**config.mk**
```make
export PLATFORM = sky130hd
export DESIGN_NAME = local_hist_branch_predictor
export DESIGN_NICKNAME = d
export VERILOG_FILES = /design/src/rtl/local_hist_branch_predictor.sv
export SDC_FILE = /design/constraint.sdc
export NUM_CORES = 1
export LEC_CHECK = 0
export BUFFER_PORTS_ARGS = -buffer_cell sky130_fd_sc_hd__buf_4
export CAP_MARGIN = 30
export CORE_MARGIN = 2
export CORE_UTILIZATION = 35
export CTS_CLUSTER_SIZE = 14
export DETAILED_ROUTE_END_ITERATION = 8
export PLACE_DENSITY = 0.67
export REMOVE_ABC_BUFFERS = 1
export SLEW_MARGIN = 30
export SYNTH_ARGS = -nofsm -noshare
export SYNTH_HDL_FRONTEND = slang
export SYNTH_SLANG_ARGS = --single-unit
export TNS_END_PERCENT = 30
```
**constraint.sdc**
```tcl
create_clock -name clk -period 5 [get_ports clk]
set_clock_uncertainty 0.1 [all_clocks]
set_input_delay 0.25 -clock clk [delete_from_list [all_inputs] [get_ports clk]]
set_output_delay 0.25 -clock clk [all_outputs]
set_load 0.02 [all_outputs]
```
**src/rtl/local_hist_branch_predictor.sv**
```systemverilog
// Two-level local-history branch predictor with post-reset table sweep.
// Define BP_GSHARE_EN to XOR branch PC bits into the PHT index.
module local_hist_branch_predictor #(
  parameter int ADDR_W       = 32,
  parameter int LHT_IDX_BITS = 3,
  parameter int HIST_BITS    = 3,
  parameter int CTR_BITS     = 2
) (
  input  logic              clk,
  input  logic              rst_n,
  input  logic              lookup_valid,
  input  logic [ADDR_W-1:0] lookup_pc,
  input  logic [ADDR_W-1:0] lookup_offset,
  output logic              pred_valid,
  output logic              pred_taken,
  output logic [ADDR_W-1:0] pred_target,
  input  logic              upd_valid,
  input  logic [ADDR_W-1:0] upd_pc,
  input  logic              upd_taken,
  output logic              init_done
);

  localparam int LHT_N = 1 << LHT_IDX_BITS;
  localparam int PHT_N = 1 << HIST_BITS;
  localparam int SWP_N = (LHT_N > PHT_N) ? LHT_N : PHT_N;
  localparam int CNT_W =
    (LHT_IDX_BITS > HIST_BITS) ? LHT_IDX_BITS : HIST_BITS;
  localparam logic [CNT_W-1:0] CNT_LAST = CNT_W'(SWP_N - 1);
  localparam logic [CTR_BITS-1:0] CTR_WNT =
    {1'b0, {(CTR_BITS-1){1'b1}}};
  localparam logic [CTR_BITS-1:0] CTR_MAX = '1;

  typedef enum logic {INIT, RUN} state_e;

  state_e           state_q, state_d;
  logic [CNT_W-1:0] cnt_q, cnt_d;
  logic             init_done_q, init_done_d;
  logic             pv_q, pt_q;
  logic [ADDR_W-1:0] tgt_q;

  logic [HIST_BITS-1:0] lht_q [LHT_N];
  logic [CTR_BITS-1:0]  pht_q [PHT_N];

  logic [LHT_IDX_BITS-1:0] lk_lidx, up_lidx;
  logic [HIST_BITS-1:0]    lk_hist, up_hist;
  logic [HIST_BITS-1:0]    lk_pidx, up_pidx;
  logic [HIST_BITS-1:0]    lht_nxt;
  logic [CTR_BITS-1:0]     lk_ctr, up_ctr, up_ctr_nxt;
  logic                    unused_ok;

  assign lk_lidx = lookup_pc[LHT_IDX_BITS+1:2];
  assign up_lidx = upd_pc[LHT_IDX_BITS+1:2];
  assign lk_hist = lht_q[lk_lidx];
  assign up_hist = lht_q[up_lidx];

`ifdef BP_GSHARE_EN
  assign lk_pidx = lk_hist ^ lookup_pc[HIST_BITS+1:2];
  assign up_pidx = up_hist ^ upd_pc[HIST_BITS+1:2];
`else
  assign lk_pidx = lk_hist;
  assign up_pidx = up_hist;
`endif

  assign lk_ctr = pht_q[lk_pidx];
  assign up_ctr = pht_q[up_pidx];

  assign unused_ok = ^{lookup_pc, upd_pc, lk_ctr};

  always_comb begin
    up_ctr_nxt = up_ctr;
    if (upd_taken && up_ctr != CTR_MAX)
      up_ctr_nxt = up_ctr + CTR_BITS'(1);
    else if (!upd_taken && up_ctr != '0)
      up_ctr_nxt = up_ctr - CTR_BITS'(1);
  end

  // newest outcome enters at the MSB
  always_comb begin
    lht_nxt = up_hist >> 1;
    lht_nxt[HIST_BITS-1] = upd_taken;
  end

  always_comb begin
    state_d     = state_q;
    cnt_d       = cnt_q;
    init_done_d = init_done_q;
    unique case (state_q)
      INIT: begin
        cnt_d = cnt_q + 1'b1;
        if (cnt_q == CNT_LAST) begin
          state_d     = RUN;
          cnt_d       = '0;
          init_done_d = 1'b1;
        end
      end
      RUN: ;
      default: state_d = INIT;
    endcase
  end

  always_ff @(posedge clk or negedge rst_n) begin
    if (!rst_n) begin
      state_q     <= INIT;
      cnt_q       <= '0;
      init_done_q <= 1'b0;
      pv_q        <= 1'b0;
      pt_q        <= 1'b0;
      tgt_q       <= '0;
    end else begin
      state_q     <= state_d;
      cnt_q       <= cnt_d;
      init_done_q <= init_done_d;
      if (state_q == RUN && lookup_valid) begin
        pv_q  <= 1'b1;
        pt_q  <= lk_ctr[CTR_BITS-1];
        tgt_q <= lookup_pc + lookup_offset;
      end else begin
        pv_q <= 1'b0;
        pt_q <= 1'b0;
      end
    end
  end

  // tables are not reset; the INIT sweep clears them
  always_ff @(posedge clk) begin
    if (state_q == INIT) begin
      if (int'(cnt_q) < LHT_N)
        lht_q[cnt_q[LHT_IDX_BITS-1:0]] <= '0;
      if (int'(cnt_q) < PHT_N)
        pht_q[cnt_q[HIST_BITS-1:0]] <= CTR_WNT;
    end else if (upd_valid) begin
      lht_q[up_lidx] <= lht_nxt;
      pht_q[up_pidx] <= up_ctr_nxt;
    end
  end

  assign pred_valid  = pv_q;
  assign pred_taken  = pt_q;
  assign pred_target = tgt_q;
  assign init_done   = init_done_q;

endmodule

```
# Yosys cells after proc, flatten, opt, wreduce, memory -nomap -nowiden
# Memory sizes are Yosys's and may differ from the RTL's.
# Index checks and enable logic that the tools add are counted.
[word_totals]
register_bits = 39
ram_bits = 40
output_inout_bits = 35
elab_cells = 40
memories = 2
[mem_list]
columns = ["name", "depth", "width", "rd", "rd_clocked_by_memory_dff", "write_ports", "line_no", "text"]
rows = [
  ["lht_q", 8, 3, 2, 0, 1, "41", "logic [HIST_BITS-1:0] lht_q [LHT_N];"],
  ["pht_q", 8, 2, 2, 0, 1, "42", "logic [CTR_BITS-1:0] pht_q [PHT_N];"],
]
[op_classes]
addsub = 4
n_eq_ne = 2
mux = 17
bitwise_logic = 1
n_reduce_logical = 8
[op_table]
columns = ["op", "n"]
rows = [
  ["$add 32x32->32", 1],
  ["$mux 3", 4],
  ["$mux 1", 10],
  ["$mux 2", 3],
  ["$add 3x1->3 const B", 1],
  ["$eq 3x3->1 const B", 1],
  ["$logic_and 1x1->1", 3],
  ["$reduce_or 3->1", 1],
  ["$add 2x1->2 const B", 1],
  ["$ne 2x2->1 const B", 1],
  ["$reduce_and 2->1", 1],
  ["$reduce_bool 2->1", 1],
  ["$reduce_or 2->1", 1],
  ["$sub 2x1->2 const B", 1],
  ["$logic_not 1->1", 1],
  ["$not 1->1", 1],
]

# Logic depth before layout (Yosys ltp)
# Gate-level depths: netlist of the first run.
# An unclocked memory read counts as a cell.
[depth]
word_depth = 7
depth_mapped = 12

# Worst setup path before layout of the first run
# Ideal clock, no wire load.
[synth_timing]
kind = "in2reg"
from = "in upd_pc[2]"
to = "mem pht_q[0][1] (data pin)"
setup_ns = 0.282
t_arrival_ns = 2.668
path_slack_ns = 1.950
stages = 10
n_path_buf = 1
cell_sequence = "buf_6 > mux4_2 > mux2i_4 > mux4_2 > mux2i_2 > inv_1 > ha_1 > nand2_1 > nor2_1 > o311a_1"
[synth_between]
elab_chain_cells = 7
elab_cells_between_ends = 11
[synth_rtl]
columns = ["element", "line_no", "text"]
rows = [
  ["start: declaration", "18", "input logic [ADDR_W-1:0] upd_pc,"],
  ["$mem_v2 8x3 *", "n/a", ""],
  ["$mem_v2 8x2 *", "n/a", ""],
  ["parallel branches: the longest is 3 deep, another holds $sub 2x1->2", "n/a", ""],
  ["$mux 2 *", "71", "if (upd_taken && up_ctr != CTR_MAX)"],
  ["$mux 2 (no line) *", "n/a", ""],
  ["end: declaration", "42", ""],
]
# Every way passes the cells marked *.

==> flow_summary_export.csv, run 1 <==
group,metric,value,unit
detailed_routing,drtIter0Drc,289,
global_routing,grt_pass1_wl,21.11,mm
global_routing,grt_usage,16.64,%
cts,cts_tree,"done",
detailed_routing,drt_pre_antenna_iters,5,
placed_design,port-buffer-count,106,
hold_path,hp-class,"primary input to flip-flop",
sta,max_slew_margin,58.42,%
yosys,async_reset_ff_share,49.37,%
sta,slew_viol_final,0,
cts,htree_levels,3,
placed_design,place_congestion,0.8654,
floorplan,die_w,126.2,um
worst_setup_path,cp-start-kind,"flip-flop",
worst_setup_path,crit_end,"pht_q[1][0]",
detailed_routing,routed_wl,13.18,mm
worst_setup_path,worstReg2RegEnd,"pht_q[1][0]",
detailed_routing,routed-via-count,4363,
cts,cts_setup_buffers,0,
global_routing,grt_max_degree,40,
global_routing,antenna_found_initial,0,
floorplan,rows,44,
final_layout,num_antenna_cells,0,
global_routing,grt_pass1_vias,4373,
floorplan,core_area,14530,um^2
power_and_ir_drop,cellLeakagePower,2.816,nW
sta,setup_viol,0,
yosys,syn_avg_cell_area,10.12,um^2
floorplan,initial_core_util,35.93,%
worst_setup_path,crit_type,"flip-flop to flip-flop",
global_routing,met3_usage,4.503,%
detailed_routing,wl_per_cell,16.31,um
worst_setup_path,r2r_start,"lht_q[0][0]",
run,drv_cap,0,
cts,post_cts_resize_count,0,
yosys,synth_ff_type,"edfxtp_1",
sta,hold_viol,0,
detailed_routing,ant_nets,0,
sta,fin_tns_setup,0,ns
floorplan,pin_count,136,
final_layout,drive_above_1_share,23.72,%
cts,clock_latency,0.35,ns
yosys,synth-edff-count,40,
worst_setup_path,reg2reg_depth,10,
worst_setup_path,crit_fanout,8,
power_and_ir_drop,peakVddDrop,0.2434,mV
detailed_routing,drc,0,
floorplan,dieArea,15920,um^2
worst_setup_path,startpoint,"lht_q[0][0]",
sta,finalCritPeriodShare,67.03,%
global_routing,grt.overflow.total,0,
final_layout,syn2layout_area_growth,25.16,%
sta,worst_hold_slack,0.1045,ns
sta,max_freq,0.2984,GHz
yosys,synth_top_area_cell,"edfxtp_1",
yosys,ys_seq_elements,79,
floorplan,die_h,126.2,um
detailed_routing,via_per_inst,5.400,
sta,tightest_slew,0.6215,ns
cts,clk_pin_slew,0.06,ns
yosys,synth_area,5223,um^2
placed_design,dpl.hpwl,10.15,mm
yosys,ys_types,60,
cts,cts_buffer_depth,2,
yosys,synth_warnings,0,
cts,root_buffer,"clkbuf_16",
worst_setup_path,r2r_slack,1.65,ns
cts,cts_made_buffers,9,
sta,rsz0062_at_grt,"false",
worst_setup_path,end_kind,"flip-flop",
global_routing,grtUsageMet2,29.44,%
worst_setup_path,cp.required,4.91,ns
yosys,syn_inst,516,
cts,clkSinkCount,79,
yosys,yosysSeqAreaShare,41.69,%
power_and_ir_drop,powerDensity,322.7,nW/um^2
worst_setup_path,cp.arrival,3.26,ns
yosys,synth_top_area_share,23.00,%
sta,fin_crit,3.352,ns
global_routing,grt-busiest-layer,"met2",
status,status,"finished clean",
yosys,synthTopCellsByArea,"edfxtp_1, dfrtp_1, ha_1",
global_routing,grt_util_met1,19.90,%
final_layout,fin_nets,756,
worst max-delay path: stages (launching register included):
cell and delay, ns:
edfxtp_1 0.39, mux4_2 0.52, mux2i_4 0.29, mux4_2 0.56, mux2i_2 0.27, inv_1 0.08, ha_1 0.20, nand2_1 0.10
and2_1 0.14, xor2_1 0.15, nand3_1 0.22
routing by layer:
metal / vias up / share of wire, %
li1: 2153 / -
met1: 2052 / 42
met2: 139 / 50
met3: 19 / 6.7
met4: 0 / 1.4
met5: - / 0
kinds of logic after synthesis:
kind of cell               count (synthesis)  share of synthesized area, %
muxes                                     38                         11.40
AOI/OAI and AO/OA                        149                         18.38
buffers and inverters                     26                         2.300
and+or+nand+nor                          170                         14.45
xor gates and xnor gates                  18                         3.019
adders and majority gates                 36                         8.769
DFF                                       79                         41.69
through the flow:
| stage | instance area [um^2] | setup slack [ns] | total power [mW] | util [%] | cells |
|---|---|---|---|---|---|
| 2_1_floorplan | 5140 | 1.992 | 1.127 | - | 500 |
| 4_1_cts | 6536 | 1.619 | 2.135 | 44.97 | 808 |
| 6_report | 6536 | 1.648 | 2.109 | 44.97 | 808 |
| 3_5_place_dp | 6176 | 1.510 | 1.345 | 42.49 | 791 |
| 3_3_place_gp | 6176 | 1.614 | 1.333 | 42.49 | 791 |
| 5_1_grt | 6536 | 1.451 | 2.210 | 44.97 | 808 |
where the power goes:
part / switching, mW / internal [mW]
combinational: 0.309 / 0.240
sequential: 0.0335 / 0.749
clock: 0.282 / 0.495
worst min path at each step:
| stage | startpoint | to | cells past startpoint |
|---|---|---|---|
| finish | lookup_offset[0] | pred_target[0] | 4 |
| detailed placement | rst_n | pred_target[23] | 1 |
| global placement | rst_n | pred_target[23] | 1 |
| global route | lookup_offset[0] | pred_target[0] | 4 |
| CTS | lookup_offset[0] | pred_target[0] | 4 |
| floorplan | rst_n | cnt_q[0] | 0 |
layout by cell type (no fill, tap or decap), types with 3 or more instances in the layout:
cell,n
a211o_1,4
a211oi_1,13
a21o_1,8
a21oi_1,37
a31oi_1,3
and2_1,4
and3_1,10
buf_4,107
bufinv_16,3
clkbuf_16,9
dfrtp_1,39
edfxtp_1,40
ha_1,35
inv_1,10
inv_6,4
mux2_2,3
mux2i_1,18
mux2i_4,3
mux4_2,11
nand2_1,72
nand2b_1,3
nand3_1,8
nand4_1,4
nor2_1,46
nor2b_1,4
nor3_1,9
o211ai_1,5
o21a_1,5
o21ai_0,41
o21bai_1,5
o311ai_0,3
o31ai_1,5
xnor2_1,6
xor2_1,12
cell type report:
cell class,instances,area (um^2)
fill,1387,7998
tap,184,230.2
timing repair buffer,108,813.3
clock inverter,7,125.1
clock buffer,9,225.2
multi-input combinational,411,2928
inverter,10,37.54
sequential,79,2177
cells in the mapped netlist (5+ instances only):
library cell,count
a211oi_1,13
a21o_1,8
a21oi_1,37
and3_1,10
clkbuf_1,12
dfrtp_1,39
edfxtp_1,40
ha_1,35
inv_1,10
mux2i_1,18
mux4_2,11
nand2_1,73
nand3_1,8
nor2_1,46
nor3_1,9
o211ai_1,5
o21a_1,5
o21ai_0,41
o21bai_1,5
o31ai_1,5
xnor2_1,6
xor2_1,12
registers in the layout (all words and copies together), names as in the netlist:
register	flops
state_q	1
cnt_q	3
pred_valid	1
lht_q	24
pred_target	32
pred_taken	1
init_done	1
pht_q	16
repair_timing:
action / 4_1_cts / 5_1_grt
setup endpoints to repair: 0 / 0
hold buffers: 1 / 0
endpoints found under the hold margin: 39 / 0
No activity file was read; power rests on OpenSTA's default activity.
==> inputs of run 2 (changes only) <==
--- a/config.mk
+++ b/config.mk
@@ -11,7 +11,7 @@
 export CORE_UTILIZATION = 35
 export CTS_CLUSTER_SIZE = 14
 export DETAILED_ROUTE_END_ITERATION = 8
-export PLACE_DENSITY = 0.67
+export PLACE_DENSITY = 0.69
 export REMOVE_ABC_BUFFERS = 1
 export SLEW_MARGIN = 30
 export SYNTH_ARGS = -nofsm -noshare
==> constraint.sdc (replaced) <==
create_clock -name clk -period 2.7 [get_ports clk]
set_clock_uncertainty 0.1 [all_clocks]
set_input_delay 0.135 -clock clk [delete_from_list [all_inputs] [get_ports clk]]
set_output_delay 0.135 -clock clk [all_outputs]
set_load 0.02 [all_outputs]
==> flow_summary_export.csv, run 2 (same netlist as run 1, synthesis figures left out) <==
group,metric,value,unit
placed_design,dpl.hpwl,11.03,mm
final_layout,final_util,46.79,%
global_routing,grt_util_met1,22.93,%
status,status,"finished, violations left",
sta,max_freq,0.3325,GHz
worst_setup_path,crit_type,"flip-flop to flip-flop",
floorplan,die_h,126.2,um
sta,max_slew_margin,59.20,%
sta,setup_slack,-0.3074,ns
global_routing,grt.overflow.total,0,
floorplan,pin_count,136,
hold_path,worstHoldPathCells,4,
cts,clkSinkCount,79,
final_layout,syn2layout_area_growth,30.21,%
sta,fin_tns_setup,-4.863,ns
worst_setup_path,cp-start-kind,"flip-flop",
worst_setup_path,end_kind,"flip-flop",
power_and_ir_drop,cellLeakagePower,2.948,nW
cts,clock_latency,0.34,ns
global_routing,grt-busiest-layer,"met2",
worst_setup_path,critPathTopFamily,"multiplexers",
worst_setup_path,worstPathCellList,"mux4_2 -> mux2i_4 -> mux4_2 -> mux2i_4 -> inv_2 -> ha_4 -> nand2_1 -> nor2_1 -> o311a_4",
final_layout,drive_above_1_share,28.55,%
detailed_routing,ant_nets,0,
sta,worst_hold_slack,0.01584,ns
final_layout,fin_nets,787,
worst_setup_path,critical_path_buf_inv_count,1,
detailed_routing,routed-via-count,4628,
sta,tightest_slew,0.6098,ns
final_layout,final_cell_mix,"buf_4, nand2_1, nor2_1",
sta,rsz0062_at_grt,"true",
cts,clk_pin_slew,0.06,ns
detailed_routing,drt_pre_antenna_iters,4,
placed_design,place_congestion,0.8814,
cts,root_buffer,"clkbuf_16",
final_layout,final_common_cell,"buf_4",
sta,hold_viol,0,
hold_path,hp-class,"primary input to flip-flop",
worst_setup_path,crit_fanout,8,
global_routing,met3_usage,4.758,%
global_routing,grt_pass1_wl,22.94,mm
final_layout,largest_reg_flops,32,
worst_setup_path,cp.arrival,2.98,ns
sta,setup_viol,16,
global_routing,antenna_found_initial,0,
floorplan,die_w,126.2,um
worst_setup_path,crit_cells,9,
placed_design,port-buffer-count,106,
floorplan,rows,44,
global_routing,grt_max_degree,40,
global_routing,grt_pass1_vias,4617,
final_layout,num_antenna_cells,0,
detailed_routing,drtIter0Drc,321,
power_and_ir_drop,peakVddDrop,0.3409,mV
global_routing,grt_usage,17.98,%
detailed_routing,routed_wl,14.18,mm
sta,finalCritPeriodShare,111.4,%
floorplan,initial_core_util,35.93,%
global_routing,grtUsageMet2,30.71,%
worst_setup_path,cp.required,2.67,ns
worst_setup_path,slowest_stage,"mux4_2",
detailed_routing,wl_per_cell,16.90,um
detailed_routing,via_per_inst,5.516,
power_and_ir_drop,powerDensity,553.9,nW/um^2
cts,htree_levels,3,
detailed_routing,drc,0,
run,drv_cap,0,
status,violations,"negative setup slack",
cts,cts_buffer_depth,2,
cts,cts_made_buffers,9,
sta,fin_crit,3.007,ns
sta,slew_viol_final,0,
floorplan,core_area,14530,um^2
cts,cts_tree,"done",
worst_setup_path,reg2reg_depth,9,
worst_setup_path,critical-path-max-stage-delay,0.55,ns
floorplan,dieArea,15920,um^2
-- run 2: area by class of cell --
class | count | area, um^2
tap | 184 | 230.2
clock buffer | 10 | 229.0
multi-input combinational | 411 | 3008
inverter | 10 | 37.54
fill | 1357 | 7734
clock inverter | 6 | 60.06
timing repair buffer | 139 | 1059
sequential | 79 | 2177
-- run 2: timing repair --
item	in CTS	in global routing
hold buffers	1	0
endpoints found under the hold margin	39	0
pin swaps	5	3
setup buffers	3	1
setup endpoints to repair	16	17
gates resized for setup	8	8
-- run 2: layer usage --
layer / part of all wire, % / wire length, um / up-vias
li1: - / - / 2218
met1: 43 / 6044 / 2226
met2: 50 / 7092 / 170
met3: 6.3 / 897 / 14
met4: 0.99 / 140 / 0
met5: 0 / 0 / -
-- run 2: power by group --
group          total [mW]  switching (mW)  internal [mW]
sequential           1.45          0.0614           1.39
clock                1.20           0.485          0.713
combinational        1.12           0.605          0.514
-- run 2: worst paths after layout --
kind	from	to	slack [ns]
max	lht_q[2][0]	pht_q[4][1]	-0.31
min	lookup_offset[0]	pred_target[0]	0.02
max reg2reg	lht_q[2][0]	pht_q[4][1]	-0.31
min reg2reg	pred_target[18]	pred_target[18]	0.38
max in group asynchronous	rst_n	pred_target[29]	1.87
min in group asynchronous	rst_n	pred_target[14]	0.24
-- run 2: per-stage QoR --
stage	power [mW]	area, um^2	std cells	setup slack, ns
2_1_floorplan	2.087	5140	500	-0.3080
3_3_place_gp	2.515	6391	818	-0.3151
3_5_place_dp	2.544	6391	818	-0.4759
4_1_cts	3.777	6755	838	-0.3095
5_1_grt	3.964	6800	839	-0.4306
6_report	3.767	6800	839	-0.3074
-- run 2: worst register-to-register path, stage by stage (launching register included) --
cell and delay (ns):
edfxtp_1 0.40, mux4_2 0.52, mux2i_4 0.18, mux4_2 0.55
mux2i_4 0.23, inv_2 0.07, ha_4 0.21, nand2_1 0.05
nor2_1 0.05, o311a_4 0.39
==> inputs of run 3 (changes only) <==
--- a/config.mk
+++ b/config.mk
@@ -5,13 +5,15 @@
 export SDC_FILE = /design/constraint.sdc
 export NUM_CORES = 1
 export LEC_CHECK = 0
+export ABC_AREA = 1
 export BUFFER_PORTS_ARGS = -buffer_cell sky130_fd_sc_hd__buf_4
 export CAP_MARGIN = 30
 export CORE_MARGIN = 2
 export CORE_UTILIZATION = 35
 export CTS_CLUSTER_SIZE = 14
 export DETAILED_ROUTE_END_ITERATION = 8
-export PLACE_DENSITY = 0.69
+export GPL_TIMING_DRIVEN = 0
+export PLACE_DENSITY = 0.68
 export REMOVE_ABC_BUFFERS = 1
 export SLEW_MARGIN = 30
 export SYNTH_ARGS = -nofsm -noshare
==> flow_summary_export.csv, run 3 <==
group,metric,value,unit
status,status,"finished clean",
worst_setup_path,cp.arrival,2.43,ns
yosys,synthTopCellsByArea,"edfxtp_1, dfrtp_1, nand2_1",
detailed_routing,wl_per_cell,14.31,um
worst_setup_path,critical-path-max-stage-delay,0.39,ns
sta,tightest_slew,0.8000,ns
placed_design,place_congestion,0.9485,
yosys,synth_top_area_share,21.71,%
global_routing,antenna_found_initial,0,
yosys,ys_seq_elements,79,
worst_setup_path,crit_type,"flip-flop to flip-flop",
yosys,synth_top_area_cell,"edfxtp_1",
yosys,synth_common_cells,"nand2_1, nand3_1, nor2_1",
power_and_ir_drop,cellLeakagePower,3.259,nW
detailed_routing,ant_nets,0,
detailed_routing,drtIter0Drc,337,
floorplan,initial_core_util,36.13,%
floorplan,rows,45,
cts,root_buffer,"clkbuf_16",
yosys,syn_inst,745,
floorplan,die_w,129.7,um
power_and_ir_drop,powerDensity,558.3,nW/um^2
floorplan,pin_count,136,
floorplan,dieArea,16830,um^2
global_routing,grt.overflow.total,0,
yosys,synth_most_common_cell,"nand2_1",
yosys,synth_warnings,0,
final_layout,fin_nets,990,
final_layout,final_common_cell,"nand2_1",
detailed_routing,via_per_inst,5.065,
global_routing,grt_pass1_vias,5148,
global_routing,grt_pass1_wl,25.17,mm
worst_setup_path,end_kind,"flip-flop",
hold_path,hp-class,"primary input to flip-flop",
worst_setup_path,slowest_stage,"edfxtp_1",
final_layout,num_antenna_cells,0,
sta,finalCritPeriodShare,92.05,%
sta,fin_crit,2.485,ns
yosys,synth-edff-count,40,
detailed_routing,routed-via-count,5414,
worst_setup_path,cp.required,2.65,ns
power_and_ir_drop,peakVddDrop,0.2853,mV
detailed_routing,drc,0,
worst_setup_path,r2r_slack,0.21,ns
cts,clk_pin_slew,0.06,ns
worst_setup_path,cp-start-kind,"flip-flop",
cts,htree_levels,3,
detailed_routing,drt_pre_antenna_iters,7,
placed_design,port-buffer-count,106,
global_routing,grt_usage,19.12,%
sta,max_freq,0.4024,GHz
yosys,yosysSeqAreaShare,39.35,%
final_layout,drive_above_1_share,16.55,%
yosys,syn_avg_cell_area,7.427,um^2
sta,rsz0062_at_grt,"false",
sta,setup_slack,0.2146,ns
worst_setup_path,worstPathCellList,"inv_1 -> a21oi_1 -> o21ai_1 -> o21ai_1 -> o21ai_2 -> nand3_1 -> nand2_2 -> inv_1 -> ha_1 -> nor2_1 -> nor2_1 -> nand2_1 -> nand3_2",
cts,cts_tree,"done",
yosys,synth_ff_type,"edfxtp_1",
final_layout,syn2layout_area_growth,24.31,%
run,drv_cap,0,
cts,clkSinkCount,79,
floorplan,core_area,15310,um^2
cts,cts_setup_buffers,0,
yosys,ys_types,37,
placed_design,dpl.hpwl,11.79,mm
sta,fin_tns_setup,0,ns
sta,hold_viol,0,
global_routing,grt_max_degree,46,
final_layout,final_cell_mix,"nand2_1, buf_4, nand3_1",
yosys,synth_area,5533,um^2
sta,setup_viol,0,
placed_design,place_ws,0.09987,ns
sta,slew_viol_final,0,
detailed_routing,routed_wl,15.30,mm
final_layout,largest_reg_flops,32,
worst_setup_path,crit_fanout,8,
floorplan,die_h,129.7,um
cts,clock_latency,0.35,ns
yosys,async_reset_ff_share,49.37,%
cts,cts_made_buffers,9,
sta,max_slew_margin,46.61,%
cts,cts_buffer_depth,2,
==> run 3: power breakdown <==
| group | switching, mW | total (mW) | internal [mW] |
|---|---|---|---|
| clock network | 0.478 | 1.29 | 0.813 |
| registers | 0.0583 | 1.44 | 1.38 |
| logic | 0.677 | 1.11 | 0.431 |
| total | 1.21 | 3.84 | 2.63 |
==> run 3: cell families after synthesis <==
| kind of cell | share of synthesized area [%] |
|---|---|
| AND/OR/NAND/NOR | 31.89 |
| AO/OA/AOI/OAI | 12.71 |
| buffers and inverters | 5.880 |
| flip-flops | 39.35 |
| adder cells (fa/ha/maj) | 8.277 |
| XOR/XNOR | 1.900 |
==> run 3: layer usage <==
metal	vias to the layer above	GRT usage [%]	wire [um]
met5	-	0	0
met4	0	6.135	209
met3	18	3.034	965
met2	202	32.31	7378
met1	2466	25.20	6747
li1	2728	-	-
==> run 3: area by class of cell <==
class | instances | area [um^2]
clock buffer | 13 | 240.2
clock inverter | 3 | 68.82
fill | 1575 | 8437
inverter | 71 | 266.5
multi-input combinational | 584 | 3045
sequential | 79 | 2177
tap | 211 | 264.0
timing repair buffer | 108 | 815.8
==> run 3: worst paths after layout <==
check / from / to / depth (start not counted)
max in group asynchronous: rst_n / cnt_q[0] / 2
min reg2reg: pred_target[13] / pred_target[13] / 2
min: lookup_pc[0] / pred_target[0] / 4
max reg2reg: lht_q[2][2] / pht_q[6][0] / 13
min in group asynchronous: rst_n / pred_target[10] / 2
max: lht_q[2][2] / pht_q[6][0] / 13
==> run 3: worst max-delay path, delay by kind of cell, from the launching register on <==
kind | cells | cell delay (ns)
adder cells (fa/ha/maj) | 1 | 0.18
AND/OR/NAND/NOR | 6 | 0.78
AO/OA/AOI/OAI | 4 | 0.58
flip-flops | 1 | 0.39
buffers and inverters | 2 | 0.14
==> run 3: through the flow <==
stage / cells / cell area (um^2) / power (mW) / utilization [%] / hold slack (ns)
6_report: 1069 / 6878 / 3.840 / 44.91 / 0.01928
5_1_grt: 1069 / 6878 / 4.062 / 44.91 / 0.04732
3_5_place_dp: 1051 / 6536 / 2.556 / 42.68 / 0.05629
2_1_floorplan: 734 / 5474 / 2.125 / - / -0.2606
4_1_cts: 1069 / 6865 / 3.866 / 44.83 / 0.001841
3_3_place_gp: 1051 / 6534 / 2.548 / 42.66 / 0.05829
==> run 3: timing repair <==
action | in CTS | in global routing
setup endpoints to repair | 0 | 16
hold endpoints to repair | 40 | 0
hold buffers | 2 | 0
gates resized for setup | 0 | 2
